### config.mk
export PLATFORM = sky130hd
export DESIGN_NAME = com_bus_arbiter_4core_flat
export DESIGN_NICKNAME = d
export VERILOG_FILES = /design/src/rtl/com_bus_arbiter_4core_if.sv /design/src/rtl/com_bus_arbiter_4core.sv /design/src/flat_wrapper.sv
export SDC_FILE = /design/constraint.sdc
export NUM_CORES = 1
export LEC_CHECK = 0
export CAP_MARGIN = 15
export CORE_MARGIN = 4
export CORE_UTILIZATION = 58
export DETAILED_ROUTE_END_ITERATION = 10
export DONT_BUFFER_PORTS = 1
export HOLD_SLACK_MARGIN = 0.02
export PLACE_DENSITY = 0.74
export SYNTH_ARGS = -nofsm -noshare
export SYNTH_HDL_FRONTEND = slang
export SYNTH_SLANG_ARGS = --single-unit
### constraint.sdc
create_clock -name clk -period 2.4 [get_ports clk]
set_input_delay 0.48 -clock clk [delete_from_list [all_inputs] [get_ports clk]]
set_output_delay 0.48 -clock clk [all_outputs]
set_load 0.01 [all_outputs]
### src/rtl/com_bus_arbiter_4core_if.sv
// Common-bus request/grant bundle between the four cache wrappers (master) and the arbiter (slave).
// Arb_timeout is present only when COM_BUS_TIMEOUT_EN is defined.
interface com_bus_arbiter_4core_if #(
    parameter int NUM_CORES = 4
);
    logic [NUM_CORES-1:0] Com_Bus_Req_proc;
    logic [NUM_CORES-1:0] Com_Bus_Req_snoop;
    logic [NUM_CORES-1:0] Com_Bus_Gnt_proc;
    logic [NUM_CORES-1:0] Com_Bus_Gnt_snoop;
    logic                 Bus_busy;
    logic [1:0]           Proc_owner;
`ifdef COM_BUS_TIMEOUT_EN
    logic                 Arb_timeout;
`endif

    modport master (
        output Com_Bus_Req_proc,
        output Com_Bus_Req_snoop,
        input  Com_Bus_Gnt_proc,
        input  Com_Bus_Gnt_snoop,
        input  Bus_busy,
        input  Proc_owner
`ifdef COM_BUS_TIMEOUT_EN
        ,
        input  Arb_timeout
`endif
    );

    modport slave (
        input  Com_Bus_Req_proc,
        input  Com_Bus_Req_snoop,
        output Com_Bus_Gnt_proc,
        output Com_Bus_Gnt_snoop,
        output Bus_busy,
        output Proc_owner
`ifdef COM_BUS_TIMEOUT_EN
        ,
        output Arb_timeout
`endif
    );
endinterface

### src/rtl/com_bus_arbiter_4core.sv
// Common-bus arbiter for 4 cores: round-robin processor tenures with nested fixed-priority snoops, 1-cycle grant latency.
// Grants are held while the request stays high; COM_BUS_TIMEOUT_EN adds a bounded processor tenure with Arb_timeout.
module com_bus_arbiter_4core #(
    parameter int NUM_CORES = 4
`ifdef COM_BUS_TIMEOUT_EN
    ,
    parameter int TIMEOUT_CYCLES = 256,
    parameter int CNT_W          = 9
`endif
) (
    input  logic                   clk,
    input  logic                   rst,
    com_bus_arbiter_4core_if.slave bus
);
    typedef enum logic [2:0] {
        S_IDLE,
        S_PROC,
        S_PROC_SNOOP,
        S_SNOOP,
        S_TURN
    } state_t;

    state_t               r_state;
    logic [NUM_CORES-1:0] r_gnt_proc;
    logic [NUM_CORES-1:0] r_gnt_snoop;
    logic                 r_busy;
    logic [1:0]           r_owner;
    logic [1:0]           r_ptr;
    logic [1:0]           r_snoop_idx;

    logic [NUM_CORES-1:0] w_snoop_ex;
    logic [1:0]           w_snoop_idx;
    logic [1:0]           w_snoop_ex_idx;
    logic [1:0]           w_proc_idx;
    logic                 w_issue_proc;
    logic                 w_proc_own;
    logic                 w_snoop_own;
    logic                 w_tmo;

    function automatic logic [1:0] f_first(input logic [NUM_CORES-1:0] v);
        logic [1:0] idx;
        idx = '0;
        for (int i = NUM_CORES - 1; i >= 0; i--) begin
            if (v[i]) idx = 2'(i);
        end
        return idx;
    endfunction

    function automatic logic [NUM_CORES-1:0] f_oh(input logic [1:0] idx);
        return NUM_CORES'(1) << idx;
    endfunction

    // The current processor owner's own snoop request is masked out while it holds the bus.
    always_comb begin
        w_snoop_ex     = bus.Com_Bus_Req_snoop & ~r_gnt_proc;
        w_snoop_idx    = f_first(bus.Com_Bus_Req_snoop);
        w_snoop_ex_idx = f_first(w_snoop_ex);
        w_proc_idx     = r_ptr;
        for (int i = NUM_CORES - 1; i >= 0; i--) begin
            if (bus.Com_Bus_Req_proc[r_ptr + 2'(i)]) w_proc_idx = r_ptr + 2'(i);
        end
        w_issue_proc = (r_state == S_IDLE) && !(|bus.Com_Bus_Req_snoop) && (|bus.Com_Bus_Req_proc);
        w_proc_own   = bus.Com_Bus_Req_proc[r_owner];
        w_snoop_own  = bus.Com_Bus_Req_snoop[r_snoop_idx];
    end

`ifdef COM_BUS_TIMEOUT_EN
    logic [CNT_W-1:0] r_cnt;
    logic             r_timeout;

    assign w_tmo = (r_cnt == CNT_W'(TIMEOUT_CYCLES - 1));

    always_ff @(posedge clk) begin
        if (rst) begin
            r_cnt     <= '0;
            r_timeout <= 1'b0;
        end else begin
            if (w_issue_proc)
                r_cnt <= '0;
            else if (r_state == S_PROC || r_state == S_PROC_SNOOP)
                r_cnt <= r_cnt + CNT_W'(1);
            r_timeout <= (r_state == S_PROC || r_state == S_PROC_SNOOP) && w_proc_own && w_tmo;
        end
    end

    assign bus.Arb_timeout = r_timeout;
`else
    assign w_tmo = 1'b0;
`endif

    always_ff @(posedge clk) begin
        if (rst) begin
            r_state     <= S_IDLE;
            r_gnt_proc  <= '0;
            r_gnt_snoop <= '0;
            r_busy      <= 1'b0;
            r_owner     <= '0;
            r_ptr       <= '0;
            r_snoop_idx <= '0;
        end else begin
            case (r_state)
                S_IDLE: begin
                    if (|bus.Com_Bus_Req_snoop) begin
                        r_gnt_snoop <= f_oh(w_snoop_idx);
                        r_snoop_idx <= w_snoop_idx;
                        r_busy      <= 1'b1;
                        r_state     <= S_SNOOP;
                    end else if (w_issue_proc) begin
                        r_gnt_proc <= f_oh(w_proc_idx);
                        r_owner    <= w_proc_idx;
                        r_busy     <= 1'b1;
                        r_state    <= S_PROC;
                    end
                end
                S_PROC: begin
                    if (!w_proc_own || w_tmo) begin
                        r_gnt_proc <= '0;
                        r_busy     <= 1'b0;
                        r_ptr      <= r_owner + 2'd1;
                        r_state    <= S_TURN;
                    end else if (|w_snoop_ex) begin
                        r_gnt_snoop <= f_oh(w_snoop_ex_idx);
                        r_snoop_idx <= w_snoop_ex_idx;
                        r_state     <= S_PROC_SNOOP;
                    end
                end
                S_PROC_SNOOP: begin
                    // A processor drop wins over a forced release; the snoop may outlive the tenure.
                    if (!w_proc_own) begin
                        r_gnt_proc <= '0;
                        r_ptr      <= r_owner + 2'd1;
                        if (w_snoop_own) begin
                            r_state <= S_SNOOP;
                        end else begin
                            r_gnt_snoop <= '0;
                            r_busy      <= 1'b0;
                            r_state     <= S_TURN;
                        end
                    end else if (w_tmo) begin
                        r_gnt_proc  <= '0;
                        r_gnt_snoop <= '0;
                        r_busy      <= 1'b0;
                        r_ptr       <= r_owner + 2'd1;
                        r_state     <= S_TURN;
                    end else if (!w_snoop_own) begin
                        r_gnt_snoop <= '0;
                        r_state     <= S_PROC;
                    end
                end
                S_SNOOP: begin
                    if (!w_snoop_own) begin
                        r_gnt_snoop <= '0;
                        r_busy      <= 1'b0;
                        r_state     <= S_TURN;
                    end
                end
                S_TURN: begin
                    r_state <= S_IDLE;
                end
                default: begin
                    r_gnt_proc  <= '0;
                    r_gnt_snoop <= '0;
                    r_busy      <= 1'b0;
                    r_state     <= S_IDLE;
                end
            endcase
        end
    end

    assign bus.Com_Bus_Gnt_proc  = r_gnt_proc;
    assign bus.Com_Bus_Gnt_snoop = r_gnt_snoop;
    assign bus.Bus_busy          = r_busy;
    assign bus.Proc_owner        = r_owner;
endmodule

### src/flat_wrapper.sv
// flat-port wrapper written by rule: the top's interface ports become plain ports
module com_bus_arbiter_4core_flat 
#(
    parameter int NUM_CORES = 4

)
  (clk, rst, bus_Com_Bus_Req_proc, bus_Com_Bus_Req_snoop, bus_Com_Bus_Gnt_proc, bus_Com_Bus_Gnt_snoop, bus_Bus_busy, bus_Proc_owner);
  com_bus_arbiter_4core_if #(.NUM_CORES(NUM_CORES)) bus_i ();
  input  logic clk;
  input  logic rst;
  input wire logic [$bits(bus_i.Com_Bus_Req_proc)-1:0] bus_Com_Bus_Req_proc;
  input wire logic [$bits(bus_i.Com_Bus_Req_snoop)-1:0] bus_Com_Bus_Req_snoop;
  output wire logic [$bits(bus_i.Com_Bus_Gnt_proc)-1:0] bus_Com_Bus_Gnt_proc;
  output wire logic [$bits(bus_i.Com_Bus_Gnt_snoop)-1:0] bus_Com_Bus_Gnt_snoop;
  output wire logic [$bits(bus_i.Bus_busy)-1:0] bus_Bus_busy;
  output wire logic [$bits(bus_i.Proc_owner)-1:0] bus_Proc_owner;
  assign bus_i.Com_Bus_Req_proc = bus_Com_Bus_Req_proc;
  assign bus_i.Com_Bus_Req_snoop = bus_Com_Bus_Req_snoop;
  assign bus_Com_Bus_Gnt_proc = bus_i.Com_Bus_Gnt_proc;
  assign bus_Com_Bus_Gnt_snoop = bus_i.Com_Bus_Gnt_snoop;
  assign bus_Bus_busy = bus_i.Bus_busy;
  assign bus_Proc_owner = bus_i.Proc_owner;
  com_bus_arbiter_4core #(.NUM_CORES(NUM_CORES)) u_core (.clk(clk), .rst(rst), .bus(bus_i));
endmodule
; Yosys cells after proc, flatten, opt, wreduce, memory -nomap -nowiden
; Cells that the tools add are included.
[classes]
reduce_logical = 18
shift = 3
add_sub_neg = 4
order_cmp = 6
n_eq_ne = 17
bitwise_logic = 6
mux = 52
[ops]
columns = op, count
row1 = $mux W2, 15
row2 = $mux W4, 7
row3 = $mux W3, 8
row4 = $lt A2 B3 Y1 const B, 6
row5 = $pmux W4 S4, 1
row6 = $reduce_and A4 Y1, 4
row7 = $ne A2 B2 Y1 const B, 7
row8 = $bmux W1 S2, 6
row9 = $pmux W3 S4, 1
row10 = $pmux W4 S3, 1
row11 = $reduce_or A4 Y1, 3
row12 = $shl A1 B2 Y4 const A, 3
row13 = $mux W1, 11
row14 = $eq A3 B2 Y1 const B, 2
row15 = $ne A2 B1 Y1 const B, 3
row16 = $ne A3 B3 Y1 const B, 2
row17 = $reduce_or A2 Y1, 3
row18 = $pmux W1 S5, 1
row19 = $reduce_and A5 Y1, 1
row20 = $add A2 B1 Y2 const B, 2
row21 = $add A2 B2 Y2 const B, 2
row22 = $and A4 B4 Y4, 1
row23 = $not A1 Y1, 4
row24 = $not A4 Y4, 1
row25 = other kinds (10), 11
[word_totals]
elab_cells = 113
ff_bits = 18
out_inout_bits = 11

; Depth between registers and ports, before layout
; Gate-level depths: netlist (run 1).
[depth]
depth_word = 11
mapped_depth = 6
ltp_nobuf = 5

; Worst setup path after synthesis (run 1)
; Ideal clock, no wire load.
[synth_timing]
kind = in2reg
startpoint = input port bus_Com_Bus_Req_snoop[0]
endpoint = register u_core.r_gnt_proc[2], in the netlist u_core.bus.Com_Bus_Gnt_proc[2]
path_stages = 5
n_path_buf = 0
setup_slack_ns = 0.518
setup_time_ns = 0.121
arrival_time_ns = 1.761
required_ns = 2.279
cell_sequence = or4_4 > or4_1 > a21oi_2 > nor3_2 > o2bb2ai_1
[synth_via]
elab_chain_cells = 6
word_cells_on_any_way = 7
[synth_lines]
columns = item, line
row1 = from (decl), flat_wrapper.sv:12  ; input wire logic [$bits(bus_i.Com_Bus_Req_snoop)-1:0] bus_Com_Bus_Req_snoop;
row2 = $reduce_or A4 Y1 *, "com_bus_arbiter_4core.sv:62, com_bus_arbiter_4core.sv:103"
row3 = $logic_not A1 Y1, com_bus_arbiter_4core.sv:62  ; w_issue_proc = (r_state == S_IDLE) && !(|bus.Com_Bus_Req_snoop) && (|bus.Com_Bus_Req_proc);
row4 = $logic_and A1 B1 Y1 (2 in series), com_bus_arbiter_4core.sv:62
row5 = $ne A2 B1 Y1 (no source line), --
row6 = $reduce_and A4 Y1 (no source line) *, --
row7 = to (signal assigned), com_bus_arbiter_4core.sv:109  ; r_gnt_proc <= f_oh(w_proc_idx);
row8 = to (decl), com_bus_arbiter_4core.sv:24  ; logic [NUM_CORES-1:0] r_gnt_proc;
; Every way passes the cells marked *; elsewhere a longest branch is shown, timed or not.
; A chain may end at the register's enable or synchronous reset.

; Final worst setup path (run 1)
[layout_timing]
startpoint = register u_core.r_owner[1], in the netlist u_core.bus.Proc_owner[1]
endpoint = register u_core.r_gnt_snoop[0], in the netlist u_core.bus.Com_Bus_Gnt_snoop[0]
[layout_via]
elab_chain_cells = 4
[layout_lines]
columns = item, line
row1 = from (decl), com_bus_arbiter_4core.sv:27  ; logic [1:0] r_owner;
row2 = from (signal assigned), com_bus_arbiter_4core.sv:110  ; r_owner <= w_proc_idx;
row3 = $bmux W1 S2, com_bus_arbiter_4core.sv:63  ; w_proc_own = bus.Com_Bus_Req_proc[r_owner];
row4 = $mux W1 (not written as such), com_bus_arbiter_4core.sv:63
row5 = $ne A2 B1 Y1 (no source line), --
row6 = $reduce_and A5 Y1 (no source line), --
row7 = to (signal assigned), com_bus_arbiter_4core.sv:104  ; r_gnt_snoop <= f_oh(w_snoop_idx);
row8 = to (signal assigned), com_bus_arbiter_4core.sv:122  ; r_gnt_snoop <= f_oh(w_snoop_ex_idx);
row9 = to (decl), com_bus_arbiter_4core.sv:25  ; logic [NUM_CORES-1:0] r_gnt_snoop;
; No other way between the ends. The select of a mux whose other input is x is not followed.

==> results of run 1 <==
-- Yosys cell counts (3+ instances only) --
cell type	number	area share [%]
a21oi_1	4	1.7
o21ai_0	5	2.1
nor2_1	14	4.4
nor2b_1	6	3.1
nand3_1	4	1.7
nor4_1	3	1.6
nand2b_1	6	3.1
dfxtp_1	18	30
inv_1	7	2.2
nor3_1	5	2.1
a211oi_1	5	3.1
o22ai_1	6	3.1
o2bb2ai_1	4	2.9
clkbuf_1	3	0.94
nand2_1	5	1.6
nor3b_1	3	1.9
mux2i_1	8	6.7
-- critical path, delay by kind of cell (launching register included) --
| family | cells | cell delay (ns) |
|---|---|---|
| AO/OA/AOI/OAI | 2 | 0.46 |
| multiplexers | 2 | 1.00 |
| flip-flops | 1 | 0.48 |
-- sequential cells by signal, summed over array words and instances, names as in the netlist --
| signal | cells |
|---|---|
| u_core.bus.Com_Bus_Gnt_proc | 4 |
| u_core.bus.Com_Bus_Gnt_snoop | 4 |
| u_core.r_state | 3 |
| u_core.bus.Proc_owner | 2 |
| u_core.r_ptr | 2 |
| u_core.r_snoop_idx | 2 |
| u_core.bus.Bus_busy | 1 |
-- layout make-up --
cell class              instances  area share, %
repair buffers                  3           1.78
well taps                      27           2.66
inverters                       7           2.07
flip-flops and latches         18           28.4
clock buffers                   4           2.86
multi-input cells             107           62.2
-- how the worst max path moves through the flow --
stage / depth (start not counted) / startpoint / endpoint
floorplan: 5 / bus_Com_Bus_Req_snoop[0] / u_core.bus.Com_Bus_Gnt_proc[2]
global placement: 4 / u_core.bus.Proc_owner[1] / u_core.bus.Com_Bus_Gnt_snoop[0]
detailed placement: 4 / u_core.bus.Proc_owner[1] / u_core.bus.Com_Bus_Gnt_snoop[0]
CTS: 5 / u_core.r_state[1] / u_core.bus.Com_Bus_Gnt_snoop[0]
global route: 5 / u_core.r_state[1] / u_core.bus.Com_Bus_Gnt_snoop[0]
finish: 4 / u_core.bus.Proc_owner[1] / u_core.bus.Com_Bus_Gnt_snoop[0]
-- through the flow --
stage / std cells / setup slack [ns] / cell area [µm²] / total power, µW
final: 166 / 0.347 / 1270 / 1040
after global routing: 166 / 0.205 / 1270 / 1120
after CTS: 166 / 0.345 / 1270 / 1040
after detailed placement: 162 / 0.368 / 1230 / 860
after global placement: 162 / 0.399 / 1230 / 839
after floorplan: 138 / 0.518 / 1200 / 791
-- power by group --
group,leakage (µW),switching (µW),internal [µW]
Sequential,0.000147,101,350
Clock,0.0000210,92.5,92.4
Combinational,0.000272,208,196
-- metal layers --
metal | vias up | track usage, %
li1 | 520 | -
met1 | 491 | 28.3
met2 | 32 | 31.6
met3 | 7 | 4.51
met4 | 0 | 7.66
met5 | - | 0
-- kinds of logic (layout without fill, tap and decap cells) --
logic type / count (synthesis) / after routing / synth area share [%]
buffers and inverters: 13 / 14 / 4.27
AND/OR/NAND/NOR: 56 / 56 / 27.0
flip-flops: 18 / 18 / 30.0
XOR/XNOR: 2 / 2 / 1.46
AO/OA/AOI/OAI: 38 / 38 / 25.6
multiplexers: 11 / 11 / 11.7
==> flow_summary.yaml, run 1 <==
floorplanning:
  io_pins: 21
  die_x_um: 53.5
  core-area_um2: 1960
  die_area_um2: 2860
  start_util_pct: 61.2
  num_rows: 16
  die_h_um: 53.5
critical_path:
  crit_type: "flop to flop"
  path_cells: "mux4_2 > o21ai_0 > a211oi_4 > mux2_4"
  cp.required_ns: 2.59
  start_kind: "flop"
  worst_path_largest_cell_delay_ns: 0.67
  rr_worst_depth: 4
  path_max_fanout: 12
  ff2ff_setup_slack_ns: 0.35
  cp.arrival_ns: 2.24
  reg2reg_to: "u_core.bus.Com_Bus_Gnt_snoop[0]"
  end_kind: "flop"
  slowest_stage: "mux4_2"
  r2r-start: "u_core.bus.Proc_owner[1]"
detailed_routing:
  route.met2.wl_um: 1200
  ant_nets: 0
  dr.pass1.iters: 4
  route.met3.wl_um: 171
  drcViolationCount: 0
  wl_um: 2570
  met1_length_um: 1160
  drt-vias-per-instance: 6.33
  dr.first_iter.drc_count: 16
  wire_per_inst_um: 15.5
  vias: 1050
  top_layer: "met4"
logic_synthesis:
  yosys_warnings: 0
  async_flop_share_pct: 0
  syn_inst: 138
  synth_edf_count: 0
  syn_nets: 148
  synth_area_um2: 1200
  synth-main-ff-cell: "dfxtp_1"
  yosysSeqAreaShare_pct: 30.0
  synth_cell_types: 42
  synth.ff_latch_count: 18
  syn_avg_cell_area_um2: 8.70
clock_tree:
  cts.sinks: 18
  clk_path_buf_depth: 2
  cts_tree: "done"
  cts_buffers: 3
  cts_hold_buf: 0
  cts_resized: 0
  cts_setup_buffers: 0
  clk_latency_ns: 0.29
  cts_root_buffer: "clkbuf_4"
  htreeDepth: 1
  clk_pin_slew_ns: 0.10
finish:
  nets: 150
  insertedDiodeCount: 0
  final_cell_mix: "dfxtp_1 (18), nor2_1 (14), mux2i_1 (8)"
  final_util_pct: 64.7
  final_layout_size_suffix_gt1_share_pct: 14.4
  area_delta_synth_final_pct: 5.63
  final_common_cell: "dfxtp_1"
  regArea_um2: 360
  multi_input_area_um2: 790
  fillers: 197
timing:
  fmax_mhz: 487
  post-route-min-period_ns: 2.05
  finClkSkew_ns: 0.00324
  drv_slew: 0
  tightest_slew_ns: 0.585
  hold_viol_final: 0
  post-route-period-util_pct: 85.6
  relSlewSlack_pct: 61.0
  fin_tns_setup_ns: 0
  setup_viol: 0
  worst_hold_slack_ns: 0.249
  rsz0062_at_grt: "no"
outcome:
  outcome: "finished clean"
global_routing:
  grt_pass1_vias: 971
  grt_max_degree: 17
  grt_pass1_wl_um: 4340
  grt_remaining_overflow: 0
  antenna_found_initial: 0
  grtUsageTotal_pct: 20.7
hold_path:
  min_from: "rst"
  hold_depth: 1
  min_path_type: "input port to flop"
  min_to: "u_core.r_ptr[1]"
power:
  power_density_nw_per_um2: 820
  ir_worst_vdd_mv: 0.447
  leakage_uw: 0.000440
placed_design:
  gp_congestion: 0.838
  dp_hpwl_um: 1940
  io_buffers: 0
run:
  drv_cap: 0
Power figures use the tool's default switching activity.
==> run 2: changes to the inputs <==
Settings changed: PLACE_DENSITY 0.74 to 0.82, SLEW_MARGIN set to 20.
==> flow_summary.yaml, run 2 (same netlist as run 1, synthesis figures left out) <==
timing:
  fmax_mhz: 490
  hold_viol_final: 0
  relSlewSlack_pct: 64.2
  post-route-period-util_pct: 85.0
  fin_tns_setup_ns: 0
  setup_viol: 0
  finClkSkew_ns: 0.00741
  worst_hold_slack_ns: 0.238
  post-route-min-period_ns: 2.04
  tightest_slew_ns: 0.536
  drv_slew: 0
  rsz0062_at_grt: "no"
  worst_slack_ns: 0.360
finish:
  final_util_pct: 65.1
  final_layout_size_suffix_gt1_share_pct: 15.0
  final-instance-count-excl-fill: 167
  final_cell_mix: "dfxtp_1 (18), nor2_1 (14), mux2i_1 (8)"
  nets: 151
  final_common_cell: "dfxtp_1"
  area_delta_synth_final_pct: 6.25
  insertedDiodeCount: 0
hold_path:
  min_path_type: "input port to flop"
  min_from: "rst"
  min_to: "u_core.r_ptr[1]"
  hold_depth: 1
critical_path:
  r2r-start: "u_core.r_state[0]"
  crit_type: "flop to flop"
  cp.arrival_ns: 2.23
  path_delay_family: "compound AO/OA/AOI/OAI gates"
  slowest_stage: "dfxtp_1"
  end_kind: "flop"
  crit_buf_inv: 0
  rr_worst_depth: 5
  start_kind: "flop"
  path_max_fanout: 9
  ff2ff_setup_slack_ns: 0.36
  worst_path_largest_cell_delay_ns: 0.50
  reg2reg_to: "u_core.bus.Com_Bus_Gnt_snoop[0]"
  cp.required_ns: 2.59
  path_cells: "nor3b_1 > o21ai_1 > o32ai_2 > nor3_1 > mux2_4"
clock_tree:
  clk_pin_slew_ns: 0.11
  cts_tree: "done"
  cts.sinks: 18
  clk_path_buf_depth: 2
  cts_root_buffer: "clkbuf_4"
  clk_latency_ns: 0.30
  cts_resized: 0
  cts_setup_buffers: 0
  cts_hold_buf: 0
  htreeDepth: 1
  cts_buffers: 3
global_routing:
  grtUsageTotal_pct: 19.7
  grt_pass1_vias: 923
  grt_pass1_wl_um: 4130
  antenna_found_initial: 0
  grt_remaining_overflow: 0
  grt_max_degree: 16
floorplanning:
  num_rows: 16
  die_area_um2: 2860
  die_h_um: 53.5
  die_x_um: 53.5
  io_pins: 21
  core-area_um2: 1960
  start_util_pct: 61.2
placed_design:
  io_buffers: 0
  dp_hpwl_um: 1930
  gp_congestion: 0.822
  pre_cts_slack_ns: 0.377
  placed_cells: 163
detailed_routing:
  drcViolationCount: 0
  wire_per_inst_um: 15.1
  ant_nets: 0
  dr.first_iter.drc_count: 47
  dr.pass1.iters: 4
  wl_um: 2520
  vias: 1064
  drt-vias-per-instance: 6.37
outcome:
  outcome: "finished clean"
power:
  ir_worst_vdd_mv: 0.554
  power_density_nw_per_um2: 824
  leakage_uw: 0.000445
run:
  drv_cap: 0
[run 2: metal layers]
| metal | routed length [µm] | vias up | share of wire [%] | track usage [%] |
|---|---|---|---|---|
| met4 | 50 | 0 | 2.0 | 8.51 |
| met3 | 169 | 8 | 6.7 | 5.35 |
| li1 | - | 522 | - | - |
| met5 | 0 | - | 0 | 0 |
| met1 | 1150 | 493 | 46 | 26.9 |
| met2 | 1150 | 41 | 46 | 28.6 |
[run 2: how the worst max path moves through the flow]
| stage | from | to | cells after the start | slack [ns] |
|---|---|---|---|---|
| 3_3_place_gp | u_core.bus.Proc_owner[1] | u_core.bus.Com_Bus_Gnt_snoop[0] | 4 | 0.40 |
| 5_1_grt | u_core.r_state[0] | u_core.bus.Com_Bus_Gnt_snoop[0] | 5 | 0.18 |
| 3_5_place_dp | u_core.bus.Proc_owner[1] | u_core.bus.Com_Bus_Gnt_snoop[0] | 4 | 0.38 |
| 4_1_cts | u_core.bus.Proc_owner[1] | u_core.bus.Com_Bus_Gnt_snoop[0] | 4 | 0.35 |
| 6_report | u_core.r_state[0] | u_core.bus.Com_Bus_Gnt_snoop[0] | 5 | 0.36 |
| 2_1_floorplan | bus_Com_Bus_Req_snoop[0] | u_core.bus.Com_Bus_Gnt_proc[2] | 5 | 0.52 |
[run 2: layout make-up]
type / instances / area, µm²
fillers: 182 / 686
inverters: 7 / 26.3
clock buffers: 4 / 36.3
flip-flops and latches: 18 / 360
multi-input cells: 107 / 790
well taps: 27 / 33.8
repair buffers: 4 / 30.0
[run 2: through the flow]
step,area (µm²),total power (µW)
6_report,1280,1050
5_1_grt,1280,1130
4_1_cts,1280,1050
3_5_place_dp,1240,865
3_3_place_gp,1240,848
2_1_floorplan,1200,791
[run 2: where the power goes]
part | switching, µW | internal [µW] | leakage [µW]
sequential | 87.0 | 350 | 0.000147
combinational | 219 | 204 | 0.000277
clock | 98.4 | 92.5 | 0.0000210
total | 405 | 647 | 0.000445
==> run 3: changes to the inputs <==
Clock period 2.4 ns to 2 ns, I/O delays scaled along.
==> flow_summary.yaml, run 3 (same netlist as run 1, synthesis figures left out) <==
timing:
  setup_viol: 0
  relSlewSlack_pct: 69.5
  fin_tns_setup_ns: 0
  fmax_mhz: 547
  tightest_slew_ns: 0.446
  hold_viol_final: 0
  finClkSkew_ns: 0.00501
  rsz0062_at_grt: "no"
  drv_slew: 0
  post-route-period-util_pct: 91.4
  post-route-min-period_ns: 1.83
global_routing:
  grt_max_degree: 16
  grt_remaining_overflow: 0
  grt_pass1_wl_um: 4570
  grtUsageTotal_pct: 22.0
  grt_pass1_vias: 1052
  antenna_found_initial: 0
critical_path:
  crit_type: "flop to flop"
  cp.arrival_ns: 2.03
  start_kind: "flop"
  slowest_stage: "or3b_2"
  path_delay_family: "simple AND/OR/NAND/NOR gates"
  cp.required_ns: 2.20
  path_max_fanout: 6
  path_cells: "or3b_2 > nor3_4 > a211oi_4 > mux2_4"
  crit_buf_inv: 0
  end_kind: "flop"
  worst_path_largest_cell_delay_ns: 0.53
floorplanning:
  die_h_um: 53.5
  start_util_pct: 61.2
  io_pins: 21
  num_rows: 16
  die_area_um2: 2860
  core-area_um2: 1960
  die_x_um: 53.5
detailed_routing:
  vias: 1090
  drcViolationCount: 0
  wl_um: 2630
  wire_per_inst_um: 15.1
  drt-vias-per-instance: 6.26
  ant_nets: 0
  dr.pass1.iters: 4
  dr.first_iter.drc_count: 33
run:
  drv_cap: 0
clock_tree:
  cts_resized: 0
  clk_latency_ns: 0.30
  cts_buffers: 3
  htreeDepth: 1
  cts_tree: "done"
  clk_path_buf_depth: 2
  cts_hold_buf: 0
  cts.sinks: 18
  cts_root_buffer: "clkbuf_4"
  cts_setup_buffers: 0
  clk_pin_slew_ns: 0.10
power:
  power_density_nw_per_um2: 962
  p_sw_uw: 498
  seqPwrFrac_pct: 39.5
  combPwrFrac_pct: 46.0
  ir_worst_vdd_mv: 0.672
  power_frac_clock_pct: 14.5
  p_sw_share_pct: 39.1
  leakage_uw: 0.000478
  p_int_uw: 775
placed_design:
  io_buffers: 0
  gp_congestion: 0.916
  dp_hpwl_um: 2010
finish:
  nets: 159
  area_delta_synth_final_pct: 10.1
  final_util_pct: 67.4
  final_cell_mix: "dfxtp_1 (18), nor2_1 (14), buf_4 (12)"
  fillers: 176
  insertedDiodeCount: 0
  final_common_cell: "dfxtp_1"
  final_layout_size_suffix_gt1_share_pct: 19.0
outcome:
  outcome: "finished clean"
hold_path:
  min_path_type: "input port to flop"
==> run 3: changes by cell type in the layout (fill, tap and decap cells not counted), sizes merged <==
cell    change
buf         +8
clkbuf      -1
==> run 3: metrics by stage <==
| step | total power [µW] | cell area (µm²) | hold WS (ns) | std cells | setup slack [ns] |
|---|---|---|---|---|---|
| 2_1_floorplan | 949 | 1200 | 0.469 | 138 | 0.191 |
| 3_3_place_gp | 1070 | 1300 | 0.476 | 171 | 0.163 |
| 3_5_place_dp | 1090 | 1300 | 0.476 | 171 | 0.146 |
| 4_1_cts | 1270 | 1320 | 0.147 | 174 | 0.191 |
| 5_1_grt | 1370 | 1320 | 0.134 | 174 | 0.0216 |
| 6_report | 1270 | 1320 | 0.153 | 174 | 0.172 |
==> run 3: metal layers <==
layer | track usage [%] | wire (µm) | vias to the layer above
met5 | 0 | 0 | -
met4 | 10.6 | 55 | 0
met3 | 4.79 | 118 | 7
met2 | 35.9 | 1280 | 29
met1 | 27.1 | 1180 | 514
li1 | - | - | 540
==> run 3: power groups by stage <==
stage / Sequential (µW) / Combinational [µW] / Clock [µW]
floorplan: 478 / 471 / 0
global placement: 510 / 562 / 0
detailed placement: 511 / 580 / 0
CTS: 502 / 584 / 189
global route: 513 / 649 / 207
finish: 503 / 586 / 184
==> run 3: layout make-up <==
cell class                      count  area (µm²)  area share [%]
Clock buffer                        3        22.5            1.70
Sequential cell                    18         360            27.2
Inverter                            7        26.3            1.99
Timing Repair Buffer               12        90.1            6.81
Tap cell                           27        33.8            2.55
Multi-Input combinational cell    107         790            59.7
==> run 3: path summary, 6_finish.rpt <==
check,from,endpoint,slack (ns),cells after the start
max,u_core.r_state[0],u_core.bus.Com_Bus_Gnt_snoop[0],0.17,4
min,rst,u_core.r_ptr[1],0.15,1
max reg2reg,u_core.r_state[0],u_core.bus.Com_Bus_Gnt_snoop[0],0.17,4
min reg2reg,u_core.r_snoop_idx[0],u_core.r_snoop_idx[0],0.52,2
